**src/rtl/avr_io_irqctl.sv**
```systemverilog
// avr_io_irqctl: programmable interrupt controller on the AVR I/O bus.
// Latches up to N_IRQ peripheral requests with per-source mask and level/edge
// mode, presents a single iflag/ivect pair to the core, and retires edge
// requests on the core's acknowledge or by write-1-to-clear.
// Register map: 0 PEND, 1 MASK, 2 EDGE, 3 STAT.
// Optional feature: define IRQCTL_ROTATE_EN for round-robin priority; otherwise
// fixed priority with the lowest index winning.
module avr_io_irqctl #(
  parameter int unsigned N_IRQ  = 4,
  parameter int unsigned VECT_W = 2
) (
  input  logic              clk,
  input  logic              rst,
  input  logic              io_re,
  input  logic              io_we,
  input  logic [1:0]        io_a,
  input  logic [7:0]        io_di,
  output logic [7:0]        io_do,
  input  logic [N_IRQ-1:0]  irq_in,
  input  logic              irq_ack,
  input  logic [VECT_W-1:0] irq_ack_vect,
  output logic              iflag,
  output logic [VECT_W-1:0] ivect
);

  typedef enum logic [1:0] {
    REG_PEND = 2'd0,
    REG_MASK = 2'd1,
    REG_EDGE = 2'd2,
    REG_STAT = 2'd3
  } reg_e;

  logic [N_IRQ-1:0]  pending;
  logic [N_IRQ-1:0]  enable;
  logic [N_IRQ-1:0]  mode;
  logic [N_IRQ-1:0]  irq_q;
  logic [N_IRQ-1:0]  pending_nxt;
  logic [N_IRQ-1:0]  req;
  logic [VECT_W-1:0] win;
  logic              found;
  logic              wr_pend;
  logic              wr_mask;
  logic              wr_edge;

  // Upper data bits only matter when N_IRQ < 8; they are deliberately ignored.
  logic unused_di;
  assign unused_di = &{1'b0, io_di};

  assign wr_pend = io_we && (reg_e'(io_a) == REG_PEND);
  assign wr_mask = io_we && (reg_e'(io_a) == REG_MASK);
  assign wr_edge = io_we && (reg_e'(io_a) == REG_EDGE);

`ifdef IRQCTL_ROTATE_EN
  localparam logic [VECT_W-1:0] PTR_RST = VECT_W'(N_IRQ - 1);
  logic [VECT_W-1:0] ptr;

  // Round-robin pointer: remembers the last acknowledged in-range vector.
  always_ff @(posedge clk) begin
    if (rst) begin
      ptr <= PTR_RST;
    end else if (irq_ack && (32'(irq_ack_vect) < N_IRQ)) begin
      ptr <= irq_ack_vect;
    end
  end
`endif

  // Next pending state: level sources follow the input; edge sources latch a
  // rising edge, and a new edge outranks a same-cycle ack or W1C so none is lost.
  // A mode change through EDGE clears that bit's pending state outright.
  always_comb begin
    pending_nxt = pending;
    for (int unsigned i = 0; i < N_IRQ; i++) begin
      if (mode[i]) begin
        pending_nxt[i] = (irq_in[i] && !irq_q[i]) ||
                         (pending[i] &&
                          !((irq_ack && (irq_ack_vect == VECT_W'(i))) ||
                            (wr_pend && io_di[i])));
      end else begin
        pending_nxt[i] = irq_in[i];
      end
      if (wr_edge && (io_di[i] != mode[i])) begin
        pending_nxt[i] = 1'b0;
      end
    end
  end

  // Controller state: pending, mask, mode and edge-detect history.
  always_ff @(posedge clk) begin
    if (rst) begin
      pending <= '0;
      enable  <= '0;
      mode    <= '0;
      irq_q   <= '0;
    end else begin
      pending <= pending_nxt;
      irq_q   <= irq_in;
      if (wr_mask) begin
        enable <= io_di[N_IRQ-1:0];
      end
      if (wr_edge) begin
        mode <= io_di[N_IRQ-1:0];
      end
    end
  end

  // Priority selection among enabled pending sources.
`ifdef IRQCTL_ROTATE_EN
  int unsigned idx;
`endif
  always_comb begin
    req   = pending & enable;
    found = 1'b0;
    win   = '0;
`ifdef IRQCTL_ROTATE_EN
    idx   = 0;
    for (int unsigned k = 0; k < N_IRQ; k++) begin
      idx = (32'(ptr) + 32'd1 + k) % N_IRQ;
      if (!found && req[idx]) begin
        found = 1'b1;
        win   = VECT_W'(idx);
      end
    end
`else
    for (int unsigned k = 0; k < N_IRQ; k++) begin
      if (!found && req[k]) begin
        found = 1'b1;
        win   = VECT_W'(k);
      end
    end
`endif
  end

  assign iflag = found;
  assign ivect = win;

  // Read mux: combinational while io_re is high, zero otherwise.
  always_comb begin
    io_do = '0;
    if (io_re) begin
      case (reg_e'(io_a))
        REG_PEND: io_do[N_IRQ-1:0] = pending;
        REG_MASK: io_do[N_IRQ-1:0] = enable;
        REG_EDGE: io_do[N_IRQ-1:0] = mode;
        REG_STAT: begin
          io_do[7]          = iflag;
          io_do[VECT_W-1:0] = ivect;
        end
        default:  io_do = '0;
      endcase
    end
  end

endmodule
```
**config.mk**
```make
export PLATFORM = sky130hd
export DESIGN_NAME = avr_io_irqctl
export DESIGN_NICKNAME = d
export VERILOG_FILES = /design/src/rtl/avr_io_irqctl.sv
export SDC_FILE = /design/constraint.sdc
export NUM_CORES = 1
export LEC_CHECK = 0
export BUFFER_PORTS_ARGS = -buffer_cell sky130_fd_sc_hd__buf_4
export CORE_AREA = 2 2 47 49
export DETAILED_ROUTE_END_ITERATION = 8
export DIE_AREA = 0 0 49 51
export HOLD_SLACK_MARGIN = 0.1
export PLACE_DENSITY = 0.73
export REMOVE_ABC_BUFFERS = 1
export SKIP_CTS_REPAIR_TIMING = 1
export SLEW_MARGIN = 20
export SYNTH_ARGS = -nofsm -noshare
export SYNTH_HDL_FRONTEND = slang
export SYNTH_SLANG_ARGS = --single-unit
export TNS_END_PERCENT = 100
```
**constraint.sdc**
```tcl
create_clock -name clk -period 1.3 [get_ports clk]
set_clock_uncertainty 0.15 [all_clocks]
set_input_delay 0.13 -clock clk [delete_from_list [all_inputs] [get_ports clk]]
set_output_delay 0.13 -clock clk [all_outputs]
set_load 0.005 [all_outputs]
```
==> Word-level counts from Yosys, hierarchy flattened <==
Cells that the tools add are included.
{ "classes": {"n_eq_ne": 10, "mux": 15, "bitwise": 1, "reduce_logical": 51} }
{ "op_table": {"columns": ["operator", "n"], "rows": [
  ["$logic_and A1 B1 Y1", 26],
  ["$logic_not A1 Y1", 11],
  ["$mux W1", 10],
  ["$eq A2 B2 Y1 const B", 4],
  ["$logic_or A1 B1 Y1", 8],
  ["$mux W8", 1],
  ["$pmux W2 S4", 1],
  ["$reduce_or A2 Y1", 4],
  ["$pmux W2 S3", 1],
  ["$and A4 B4 Y4", 1],
  ["$eq A2 B1 Y1 const B", 2],
  ["$logic_not A2 Y1", 2],
  ["$mux W2", 2],
  ["$ne A1 B1 Y1", 4]
]} }
{ "totals": {"reg_bits": 16, "input_bits": 21, "out_inout_bits": 11} }

==> Depth between registers and ports, before layout <==
{ "logic_depth": {"depth_word": 13, "ltp_mapped": 5} }

==> Worst setup path before layout <==
No wires, ideal clock.
{ "synth_timing": {"path_kind": "reg-to-output", "startpoint": "reg pending[0]", "endpoint": "out io_do[1]", "t_arrival_ps": 934, "path_slack_ps": 86, "path_stages_with_launch": 5, "path_buffers": 0, "cell_sequence": "dfxtp_1 a22oi_1 nor2b_1 a31oi_1 nor2_1"} }
{ "synth_via": {"elab_chain_len": 13} }
{ "synth_lines": {"columns": ["item", "line_no", "text"], "rows": [
  ["start: declaration", "33", "logic [N_IRQ-1:0] pending;"],
  ["start signal: assignment", "95", "pending <= pending_nxt;"],
  ["$and A4 B4 Y4 *", "111", "req = pending & enable;"],
  ["$mux W1 *", "125", "if (!found && req[k]) begin"],
  ["$logic_not A1 Y1", "125", null],
  ["$logic_and A1 B1 Y1", "125", null],
  ["$mux W1 *", "125", null],
  ["$logic_not A1 Y1", "125", null],
  ["$logic_and A1 B1 Y1", "125", null],
  ["$mux W1", "125", null],
  ["$logic_not A1 Y1", "125", null],
  ["$logic_and A1 B1 Y1", "125", null],
  ["$mux W2 *", "125", null],
  ["named net ivect[1]", "23", "output logic [VECT_W-1:0] ivect"],
  ["$pmux W2 S4 *", "140", "case (reg_e'(io_a))"],
  ["$mux W8 *", "139", "if (io_re) begin"],
  ["end: declaration", "18", "output logic [7:0] io_do,"]
]} }
Mark *: on every way through the listed nets, which the timed path passes. The rest lies on a longest branch.

==> Worst setup path in the final report <==
{ "layout_timing": {"startpoint": "reg pending[2]", "endpoint": "out io_do[0]"} }
{ "layout_via": {"elab_chain_len": 8} }
{ "layout_lines": {"columns": ["item", "line_no"], "rows": [
  ["$and A4 B4 Y4 *", "111"],
  ["$logic_and A1 B1 Y1 *", "125"],
  ["$mux W1", "125"],
  ["$logic_not A1 Y1", "125"],
  ["$logic_and A1 B1 Y1", "125"],
  ["$mux W2 *", "125"],
  ["$pmux W2 S4 *", "140"],
  ["$mux W8 *", "139"]
]} }
Every way passes the cells marked *; elsewhere a longest branch is shown, timed or not.

==> summary.md <==
| Metric | Value |
|---|---|
| Status | complete, but fails checks |
| Failing checks | setup timing |
| Slew Limit Fails | 0 |
| Post-synthesis mux area share | 0.0225 |
| Cells after synthesis | about 120 |
| Die ar. | approximately 0.0025 sq mm |
| Commonest non-fill, non-tap cells in the layout | buf_4, nand2_1, a21oi_1, dlygate4sd3_1, dfxtp_2 |
| Ys flop type | dfxtp_1 |
| All-layer global routing usage | 0.202 |
| DRC violations left | 0 |
| Final setup fails | 8 |
| Peak VDD IR | a little over 600 uV |
| Leak | approximately 0.00056 uW |
| GP Congestion | approximately 0.77 |
| Root Driver | clkbuf_4 |
| Post-Syn Area per Cell | about 7.6 sq um |
| Layout area overhead | 50.1% |
| Post-synth EDFFs | 0 |
| Area fraction in compound gates after synthesis | 0.211 |
| Routed vias | 1003 |
| Critical path startpoint category | flop |
| Synth Area in Simple Gates | 0.327 |
| Count of state elements after synthesis | 16 |
| Yosys warning total | 0 |
| Power Dens Cells | about 810 mW/mm^2 |
| Crit Path Max Fanout | 3 |
| IO Count | 32 |
| 1st-iter DRT viols | 22 |
| TritonCTS clock tree | yes |
| Adder-cell share of the synthesized area | 0 |
| Critical path arrival | ~1300 ps |
| Layout cells sized above 1 | 0.346 |
| Final worst setup slack | -282 ps |
| Grt ovf | 0 |
| CTS Sinks | 16 |
| Hold WC Path Type | in2reg |
| Part of the cycle the worst path needs | 1.22 |
| Top post-synthesis cells by area | dfxtp_1, nand2_1, a21oi_1 |
| Drt pass-1 iters | 4 |
| CTS Buffer Depth | 2 |
| N_diodes | 0 |
| Fraction of registers with async set/reset | 0 |
| Max Clk Rate | between 0.6 and 0.7 GHz |
| Synth cell types | 28 |
| Overall die width | slightly below 50 um |
| CP Class | reg2out |
| Site row count | 17 |
| Final WL | around 2500 um |
| Largest net degree at the start of global routing | 17 |
| Area leader, netlist | dfxtp_1 |
| Starting density of the core | 0.432 |
| DP Area | between 0.001 and 0.0015 sq mm |
| Core ar. | 0.00206 sq mm |
| DPL Wire Length | approximately 1800 um |
| Via density | around 5.3 |
| Commonest non-fill, non-tap cell in the layout | buf_4 |
| Largest family of logic cells by synthesized area | simple AND/OR/NAND/NOR gates |
| Drt wl/cell | around 13 um |
| # H-tree levels | 1 |
| Period minus WS final | between 1500 and 2000 ps |
| Post-Synthesis Cell Area | approximately 900 sq um |
| Register clock-pin slew on the reported worst setup and hold paths | approximately 100 ps |
| Die Y | ~51 um |
| Design Area, Final | between 0.001 and 0.0015 sq mm |
| Top cell type's share of synthesized area | 0.360 |
| Layout Utilization | 0.648 |
| Initial antenna violation count | 0 |
| Detail Route Antenna Nets | 0 |
| MaxCap Viol Count | 0 |
| Port Buffers | 24 |
| Final Hold Viols | 0 |
| Sequential fraction of the synthesis area | 0.360 |
| Vias in the first global route | 876 |
| First-pass GRT wire length | 3840 um |
| CP required | about 1000 ps |
| Clock Latency Late Sink | about 290 ps |
| RSZ-0062 raised after global routing | yes |
| CTS buffer count | 3 |
| Synth Area in XOR/XNOR | 0 |
| Pre-CTS WS | -33.0 ps |
| Element type at the critical path end | output pin |
| Fin nets | approximately 180 |
==> path summary, 6_finish.rpt <==
kind,start,endpoint,slack (ps),cells past startpoint
min reg2reg,mode[3],mode[3],340,2
min,io_we,enable[2],120,4
max,pending[2],io_do[0],-280,5
max reg2reg,pending[2],pending[2],160,4
==> flip-flops by register name, summed over array words and instances (netlist names) <==
signal / flops
irq_q: 4
pending: 4
enable: 4
mode: 4
==> per-stage QoR <==
stage / total power (uW) / hold slack (ps) / cells / TNS, ps
6_report: 1090 / 123 / 190 / -1780
5_1_grt: 1140 / 142 / 190 / -2340
4_1_cts: 1060 / -90.1 / 179 / -1990
3_5_place_dp: 726 / 221 / 175 / -151
3_3_place_gp: 719 / 215 / 175 / -152
2_1_floorplan: 606 / 49.1 / 111 / 0
==> cell type report <==
class / instances / area, sq um
timing repair buffer: 47 / 387
sequential: 16 / 334
fill: 189 / 726
clock buffer: 4 / 36.3
inverter: 4 / 15.0
tap: 28 / 35.0
multi-input combinational: 91 / 531
==> kinds of logic (layout without fill, tap and decap cells) <==
family                 Yosys count  in the layout
and+or+nand+nor                 56             56
AOI/OAI and AO/OA               30             30
DFF                             16             16
buffers and inverters           12             55
muxes                            2              2
other                            1              3
==> routing by layer <==
| metal | wire [um] | GRT usage |
|---|---|---|
| met5 | 0 | 0 |
| met2 | 1280 | 0.338 |
| met4 | 25 | 0.100 |
| met3 | 133 | 0.0175 |
| met1 | 1030 | 0.263 |
==> critical path, stage by stage (launching register included) <==
cell	delay [ps]
dfxtp_2	380
nand2_1	70
a32oi_1	230
a21o_1	140
a21oi_1	60
buf_4	140
==> power breakdown <==
part	internal (uW)	switching (uW)	total [uW]	leakage [uW]
Clock	171	165	335	0.0000210
Combinational	123	97.8	220	0.000400
Sequential	513	17.4	530	0.000135
==> Yosys cell counts, types with 3 or more instances <==
library cell,count
nand2_1,25
inv_1,4
dfxtp_1,16
buf_4,6
nor4_1,4
nor2b_1,6
a21oi_1,16
nand3b_1,3
nor3b_1,4
a32oi_1,5
nand3_1,5
Note: power is estimated with default switching activity, not from simulation.
